$ cat src/rtl/ppu_pkg.sv
// Shared PPU sprite types: OAM entry layout, buffered slot record,
// sequencer state encoding and the scanline distance helper.
package ppu_pkg;

    localparam int SPRITE_H   = 16;
    localparam int GFX_ADDR_W = 12;

    // Field order is MSB first, matching the 32-bit OAM word
    typedef struct packed {
        logic       enable;
        logic [7:0] tile;
        logic [2:0] palette;
        logic       hflip;
        logic [8:0] y;
        logic [9:0] x;
    } oam_entry_t;

    typedef struct packed {
        logic [7:0] tile;
        logic [3:0] row;
        logic [9:0] x;
        logic [2:0] palette;
        logic       hflip;
    } slot_info_t;

    typedef enum logic [2:0] {
        ST_IDLE  = 3'd0,
        ST_CLEAR = 3'd1,
        ST_SCAN  = 3'd2,
        ST_FETCH = 3'd3,
        ST_DONE  = 3'd4
    } state_t;

    // 9-bit subtraction wraps, so sprites straddling line 511/0 still hit
    function automatic logic [8:0] line_diff(input logic [8:0] line, input logic [8:0] y);
        return line - y;
    endfunction

endpackage

$ cat src/rtl/sprite_eval_ctrl_if.sv
// Memory-side and shift-register-side bus of the sprite evaluator.
// master = evaluator, slave = OAM / sprite graphics / slot block side.
interface sprite_eval_ctrl_if #(
    parameter int NUM_OAM     = 64,
    parameter int MAX_SPRITES = 8
);
    logic [$clog2(NUM_OAM)-1:0]     oam_addr;
    logic [31:0]                    oam_data;
    logic [ppu_pkg::GFX_ADDR_W-1:0] gfx_addr;
    logic [63:0]                    gfx_data;
    logic [MAX_SPRITES-1:0]         slot_load;
    logic [63:0]                    slot_pattern;
    logic [9:0]                     slot_x;
    logic [2:0]                     slot_palette;

    modport master (
        output oam_addr, gfx_addr, slot_load, slot_pattern, slot_x, slot_palette,
        input  oam_data, gfx_data
    );

    modport slave (
        input  oam_addr, gfx_addr, slot_load, slot_pattern, slot_x, slot_palette,
        output oam_data, gfx_data
    );
endinterface

$ cat src/rtl/sprite_row_flip.sv
// Horizontal mirror of a 16-pixel, 4bpp sprite row (nibble order reversal).
module sprite_row_flip (
    input  logic        hflip,
    input  logic [63:0] row_in,
    output logic [63:0] row_out
);
    logic [63:0] reversed;

    generate
        for (genvar gi = 0; gi < 16; gi++) begin : g_nibble
            assign reversed[4*gi +: 4] = row_in[4*(15-gi) +: 4];
        end
    endgenerate

    assign row_out = hflip ? reversed : row_in;
endmodule

$ cat src/rtl/sprite_eval_ctrl.sv
// Per-scanline sprite evaluation and pattern fetch sequencer.
// Define SPR_OVERFLOW_EN to always scan all of OAM and flag lines with too many sprites.
module sprite_eval_ctrl
    import ppu_pkg::*;
#(
    parameter int NUM_OAM     = 64,
    parameter int MAX_SPRITES = 8
) (
    input  logic                         clk,
    input  logic                         reset,
    input  logic                         line_start,
    input  logic [8:0]                   next_line,
    sprite_eval_ctrl_if.master           bus,
    output logic                         busy,
    output logic                         done,
    output logic [$clog2(MAX_SPRITES):0] sprite_count,
    output logic                         overflow,
    output logic                         overrun
);
    localparam int AW = $clog2(NUM_OAM);
    localparam int CW = $clog2(MAX_SPRITES);
    localparam logic [AW:0] LAST_SCAN = (AW+1)'(NUM_OAM);
    localparam logic [CW:0] MAX_CNT   = (CW+1)'(MAX_SPRITES);

    state_t            state_reg, state_next;
    logic [8:0]        line_reg, line_next;
    logic [AW:0]       scan_reg, scan_next;
    logic [CW:0]       count_reg, count_next;
    logic [CW-1:0]     fetch_idx_reg, fetch_idx_next;
    logic              phase_reg, phase_next;
    logic              overrun_reg, overrun_next;

    oam_entry_t        entry;
    logic [8:0]        diff;
    logic              eval_hit;
    logic              buf_we;
    slot_info_t        buf_din;
    slot_info_t        slot_arr [MAX_SPRITES];
    slot_info_t        cur;
    logic [63:0]       flipped;

    logic [AW-1:0]         oam_addr;
    logic [GFX_ADDR_W-1:0] gfx_addr;
    logic [MAX_SPRITES-1:0] slot_load;
    logic [63:0]           slot_pattern;
    logic [9:0]            slot_x;
    logic [2:0]            slot_palette;

    // Entry for scan_reg-1 arrives while scan_reg is on the address bus
    assign entry    = oam_entry_t'(bus.oam_data);
    assign diff     = line_diff(line_reg, entry.y);
    assign eval_hit = (state_reg == ST_SCAN) && (scan_reg != '0) && entry.enable
                      && (diff < 9'(SPRITE_H));
    assign buf_din  = '{tile: entry.tile, row: diff[3:0], x: entry.x,
                        palette: entry.palette, hflip: entry.hflip};
    assign cur      = slot_arr[fetch_idx_reg];

    generate
        for (genvar gi = 0; gi < MAX_SPRITES; gi++) begin : g_slot
            slot_info_t entry_reg;
            always_ff @(posedge clk or posedge reset) begin
                if (reset)
                    entry_reg <= '0;
                else if (buf_we && count_reg[CW-1:0] == CW'(gi))
                    entry_reg <= buf_din;
            end
            assign slot_arr[gi] = entry_reg;
        end
    endgenerate

    sprite_row_flip u_flip (
        .hflip   (cur.hflip),
        .row_in  (bus.gfx_data),
        .row_out (flipped)
    );

`ifdef SPR_OVERFLOW_EN
    localparam bit STOP_WHEN_FULL = 1'b0;
    logic overflow_reg, overflow_next;

    always_comb begin
        overflow_next = overflow_reg;
        if (state_reg == ST_CLEAR)
            overflow_next = 1'b0;
        else if (eval_hit && count_reg == MAX_CNT)
            overflow_next = 1'b1;
    end

    always_ff @(posedge clk or posedge reset) begin
        if (reset) overflow_reg <= 1'b0;
        else       overflow_reg <= overflow_next;
    end

    assign overflow = overflow_reg;
`else
    localparam bit STOP_WHEN_FULL = 1'b1;
    assign overflow = 1'b0;
`endif

    always_ff @(posedge clk or posedge reset) begin
        if (reset) begin
            state_reg     <= ST_IDLE;
            line_reg      <= '0;
            scan_reg      <= '0;
            count_reg     <= '0;
            fetch_idx_reg <= '0;
            phase_reg     <= 1'b0;
            overrun_reg   <= 1'b0;
        end else begin
            state_reg     <= state_next;
            line_reg      <= line_next;
            scan_reg      <= scan_next;
            count_reg     <= count_next;
            fetch_idx_reg <= fetch_idx_next;
            phase_reg     <= phase_next;
            overrun_reg   <= overrun_next;
        end
    end

    assign busy = (state_reg == ST_CLEAR) || (state_reg == ST_SCAN) || (state_reg == ST_FETCH);

    always_comb begin
        state_next     = state_reg;
        line_next      = line_reg;
        scan_next      = scan_reg;
        count_next     = count_reg;
        fetch_idx_next = fetch_idx_reg;
        phase_next     = phase_reg;
        overrun_next   = overrun_reg;
        buf_we         = 1'b0;
        oam_addr       = '0;
        gfx_addr       = '0;
        slot_load      = '0;
        slot_pattern   = '0;
        slot_x         = '0;
        slot_palette   = '0;

        case (state_reg)
            ST_IDLE: ;
            ST_CLEAR: begin
                count_next     = '0;
                scan_next      = '0;
                fetch_idx_next = '0;
                phase_next     = 1'b0;
                state_next     = ST_SCAN;
            end
            ST_SCAN: begin
                oam_addr  = scan_reg[AW-1:0];
                scan_next = scan_reg + 1'b1;
                if (eval_hit && count_reg != MAX_CNT) begin
                    buf_we     = 1'b1;
                    count_next = count_reg + 1'b1;
                end
                if (scan_reg == LAST_SCAN)
                    state_next = (count_next == '0) ? ST_DONE : ST_FETCH;
                else if (STOP_WHEN_FULL && count_next == MAX_CNT)
                    state_next = ST_FETCH;
            end
            ST_FETCH: begin
                // Phase 0 addresses the row, phase 1 hands the returned data to the slot
                if (!phase_reg) begin
                    gfx_addr   = {cur.tile, cur.row};
                    phase_next = 1'b1;
                end else begin
                    slot_load[fetch_idx_reg] = 1'b1;
                    slot_pattern   = flipped;
                    slot_x         = cur.x;
                    slot_palette   = cur.palette;
                    phase_next     = 1'b0;
                    fetch_idx_next = fetch_idx_reg + 1'b1;
                    if ({1'b0, fetch_idx_reg} + 1'b1 == count_reg)
                        state_next = ST_DONE;
                end
            end
            ST_DONE: state_next = ST_IDLE;
            default: state_next = ST_IDLE;
        endcase

        if (line_start) begin
            line_next  = next_line;
            state_next = ST_CLEAR;
            if (busy)
                overrun_next = 1'b1;
        end
    end

    assign done         = (state_reg == ST_DONE);
    assign sprite_count = count_reg;
    assign overrun      = overrun_reg;

    assign bus.oam_addr     = oam_addr;
    assign bus.gfx_addr     = gfx_addr;
    assign bus.slot_load    = slot_load;
    assign bus.slot_pattern = slot_pattern;
    assign bus.slot_x       = slot_x;
    assign bus.slot_palette = slot_palette;
endmodule

$ cat src/flat_wrapper.sv
// flat-port wrapper written by rule: the top's interface ports become plain ports
module sprite_eval_ctrl_flat import ppu_pkg::*;
#(
    parameter int NUM_OAM     = 64,
    parameter int MAX_SPRITES = 8
)
  (clk, reset, line_start, next_line, busy, done, sprite_count, overflow, overrun, bus_oam_addr, bus_gfx_addr, bus_slot_load, bus_slot_pattern, bus_slot_x, bus_slot_palette, bus_oam_data, bus_gfx_data);
  sprite_eval_ctrl_if #(.NUM_OAM(NUM_OAM), .MAX_SPRITES(MAX_SPRITES)) bus_i ();
  input  logic clk;
  input  logic reset;
  input  logic line_start;
  input  logic [8:0] next_line;
  output logic busy;
  output logic done;
  output logic [$clog2(MAX_SPRITES):0] sprite_count;
  output logic overflow;
  output logic overrun;
  output wire logic [$bits(bus_i.oam_addr)-1:0] bus_oam_addr;
  output wire logic [$bits(bus_i.gfx_addr)-1:0] bus_gfx_addr;
  output wire logic [$bits(bus_i.slot_load)-1:0] bus_slot_load;
  output wire logic [$bits(bus_i.slot_pattern)-1:0] bus_slot_pattern;
  output wire logic [$bits(bus_i.slot_x)-1:0] bus_slot_x;
  output wire logic [$bits(bus_i.slot_palette)-1:0] bus_slot_palette;
  input wire logic [$bits(bus_i.oam_data)-1:0] bus_oam_data;
  input wire logic [$bits(bus_i.gfx_data)-1:0] bus_gfx_data;
  assign bus_oam_addr = bus_i.oam_addr;
  assign bus_gfx_addr = bus_i.gfx_addr;
  assign bus_slot_load = bus_i.slot_load;
  assign bus_slot_pattern = bus_i.slot_pattern;
  assign bus_slot_x = bus_i.slot_x;
  assign bus_slot_palette = bus_i.slot_palette;
  assign bus_i.oam_data = bus_oam_data;
  assign bus_i.gfx_data = bus_gfx_data;
  sprite_eval_ctrl #(.NUM_OAM(NUM_OAM), .MAX_SPRITES(MAX_SPRITES)) u_core (.clk(clk), .reset(reset), .line_start(line_start), .next_line(next_line), .bus(bus_i), .busy(busy), .done(done), .sprite_count(sprite_count), .overflow(overflow), .overrun(overrun));
endmodule
$ cat config.mk
export PLATFORM = sky130hd
export DESIGN_NAME = sprite_eval_ctrl_flat
export DESIGN_NICKNAME = d
export VERILOG_FILES = /design/src/rtl/ppu_pkg.sv /design/src/rtl/sprite_eval_ctrl_if.sv /design/src/rtl/sprite_row_flip.sv /design/src/rtl/sprite_eval_ctrl.sv /design/src/flat_wrapper.sv
export SDC_FILE = /design/constraint.sdc
export NUM_CORES = 1
export LEC_CHECK = 0
export CORE_MARGIN = 2
export CORE_UTILIZATION = 40
export CTS_CLUSTER_DIAMETER = 50
export DETAILED_ROUTE_END_ITERATION = 10
export GPL_TIMING_DRIVEN = 0
export PLACE_DENSITY_LB_ADDON = 0.12
export SETUP_SLACK_MARGIN = 0.3
export SLEW_MARGIN = 30
export SYNTH_ARGS = -nofsm -noshare
export SYNTH_HDL_FRONTEND = slang
export SYNTH_SLANG_ARGS = --single-unit
$ cat constraint.sdc
create_clock -name clk -period 9.4 [get_ports clk]
set_input_delay 1.88 -clock clk [delete_from_list [all_inputs] [get_ports clk]]
set_output_delay 1.88 -clock clk [all_outputs]
set_load 0.03 [all_outputs]
==> flow_summary.toml <==
[detailed_routing]
dr.pass1.iters = 5
wl_met1_mm = 15.9
routed.top_layer = "met4"
ant_nets = 0
post_drt_wl_per_cell_um = 19.9
drt_iter0_markers = 530
wl_met2_mm = 18.7
vias = 9798
wl_mm = 37.4
viasPerCell = 5.21
wl_met3_mm = 2.23
drcViolationCount = 0

[yosys]
ys.flop_type = "dfrtp_1"
syn_area_um2 = 12300
async_flop_share_pct = 100
synth-simple-area-share_pct = 16.6
synth_mux_area_share_pct = 22.6
syn_inst = 1207
synth_top_family_by_area = "multiplexers"
synth_xor_area_share_pct = 0.784
yosys_warnings = 0
yosysTopAreaCellShare_pct = 48.0
ys_top_cells_by_area = "dfrtp_1, nand2_1, mux4_2, mux2_2, a21oi_1"
synth.distinct_cells = 53
yosysSeqAreaShare_pct = 48.0
synth_area_leader_cell = "dfrtp_1"
synth_edf_count = 0
ys_seq_elements = 236
synth_fp_nets = 1333
synth_compound_area_share_pct = 6.71
synthAdderAreaFrac_pct = 1.89
synth_area_per_cell_um2 = 10.2

[global_routing]
grt_antenna_before_repair = 0
grt_pass1_vias = 10000
grt_pass1_wl_mm = 58.1
grt_max_degree = 87
grt.total_usage_pct = 23.7
grt_overflow = 0

[critical_path]
reg2reg_depth = 13
start_kind = "flop"
r2r-start = "u_core.line_reg[0]"
crit_arrival_ps = 4140
ff2ff_setup_slack_ps = 5550
path_common_cell = "clkbuf_1"
path_cells = "clkbuf_1, mux4_2, mux2i_1, clkbuf_1, nand2_1, a21oi_1, clkdlybuf4s50_1"
slowest_stage = "clkdlybuf4s50_1"
startpoint = "u_core.fetch_idx_reg[0]"
cp-end-kind = "output pin"
cp_slowest_stage_delay_ps = 760
crit_type = "flop to output pin"
cp.required_ps = 7520
rr_endpoint = "u_core.g_slot[5].entry_reg[21]"
cp_max_fo = 10

[final_layout]
drive_gt1_share_pct = 16.2
fillers = 2808
fin_util_pct = 53.1
syn_to_final_growth_pct = 31.4
nets = 1587
antennaDiodeCount = 0
largest_reg_flops = 208

[flow_run]
drv_cap = 0

[placement]
dp_worst_setup_slack_ps = 3560
place.gp.congestion = 0.835
hpwl_mm = 26.6
io_buffers = 216

[timing]
slew_headroom_pct = 35.9
rsz0062_at_grt = "no"
fin_crit_ps = 6020
slew_viol_final = 0
finalSetupViolCount = 0
period_share_pct = 64.0
fin_skew_ps = 17.9
finalHoldViolCount = 0
fmax_mhz = 166
setup_ws_ps = 3380
tightest_slew_ps = 961

[clocking]
cts.clk_slew.worst_paths_ps = 60
cts_sinks = 236
postCtsHoldBufs = 0
cts_tree = "done"
clockRootBuffer = "clkbuf_16"
post_cts_buffers = 0
postCtsResizedCells = 0
numCtsBuffers = 34
htreeDepth = 2
cts.path.max_buffers = 3
worstSkewPairLatency_ps = 500

[die]
initial_core_util_pct = 40.4
die_w_um = 179
core-area_um2 = 30400
die-area_um2 = 32200
rows = 64
die_h_um = 179
pin_count = 219

[min_path]
hold-path-cell-count = 1
worstHoldEndpoint = "u_core.overrun"
min-delay-start = "u_core.overrun"
min_path_type = "flop to flop"

[power]
cellPowerDensity_nw_per_um2 = 181
worst_ir_drop_vdd_mv = 0.137
power.total_mw = 2.92
leakagePower_nw = 7.38

[run_status]
status = "finished clean"
[Yosys cell counts (all sizes together) (3+ instances only)]
| library cell | count |
|---|---|
| dfrtp | 236 |
| mux2i | 28 |
| ha | 17 |
| buf | 32 |
| a21oi | 75 |
| mux2 | 118 |
| clkbuf | 50 |
| and3 | 8 |
| nand2 | 382 |
| or2 | 3 |
| xor2 | 3 |
| nor2b | 4 |
| mux4 | 52 |
| o21ai | 48 |
| and2 | 7 |
| nor4 | 5 |
| inv | 16 |
| nor3 | 8 |
| xnor2 | 8 |
| nand3 | 21 |
| nand2b | 8 |
| nor2 | 46 |
[worst max-delay path, delay by kind of cell (launching register included)]
family	cells	cell delay, ps
buffers and inverters	3	1560
muxes	2	1230
AOI/OAI and AO/OA	1	380
DFF	1	360
and+or+nand+nor	1	110
[per-layer routing]
metal	global-route usage (%)	up-vias
li1	-	4642
met1	30.1	4840
met2	41.9	269
met3	4.28	47
met4	5.21	0
met5	0	-
[through the flow]
stage / instances / instance area (um2) / setup TNS (ps) / hold WS (ps)
CTS: 1880 / 16100 / 0 / 464
global placement: 1819 / 15000 / -550060 / 444
floorplan: 1207 / 12300 / 0 / 433
detailed placement: 1821 / 15000 / 0 / 450
finish: 1880 / 16100 / 0 / 458
global route: 1880 / 16100 / 0 / 472
[area by class of cell]
class                   instances  area, um2  area share (%)
clock buffers                  43        966            5.98
repair buffers                218       2220            13.7
plain buffers                  82        347            2.15
multi-input cells             872       5980            37.0
well taps                     396        495            3.07
flip-flops and latches        236       5910            36.6
clock inverters                16        165            1.02
inverters                      17       71.3           0.442
[worst max-delay path by stage]
stage / to / cells after the start
floorplan: u_core.fetch_idx_reg[0] / 1
global placement: u_core.g_slot[1].entry_reg[12] / 2
detailed placement: u_core.g_slot[5].entry_reg[5] / 13
CTS: bus_slot_pattern[18] / 7
global route: bus_slot_pattern[57] / 7
finish: bus_slot_pattern[57] / 7
[cells by family after synthesis]
group           after synthesis
compound gates              146
xor+xnor                     11
mux                         198
flops                       236
simple gates                498
other cells                   1
fa+ha+maj                    18
buf+inv                      99
[cells in the final DEF, fill, tap and decap left out, drive strengths merged, types with 3 or more instances in the layout]
master,synthesis,layout
clkdlybuf4s50,0,216
mux2,118,118
dfrtp,236,236
and3,8,8
nand2b,8,8
clkbuf,50,94
clkinv,1,6
nand3,21,21
or2,3,3
nor3,8,8
inv,16,20
o21ai,48,48
nor2b,4,4
ha,17,17
xor2,3,3
buf,32,33
clkinvlp,0,5
nand2,382,382
nor2,46,46
and2,7,7
a21oi,75,75
mux4,52,52
mux2i,28,28
xnor2,8,8
nor4,5,5
[power breakdown]
part	internal [mW]	switching, mW	leakage, nW
registers	1.04	0.0182	3.27
clock network	0.787	0.478	0.544
logic	0.224	0.370	3.57
No activity file was read; power rests on OpenSTA's default activity.
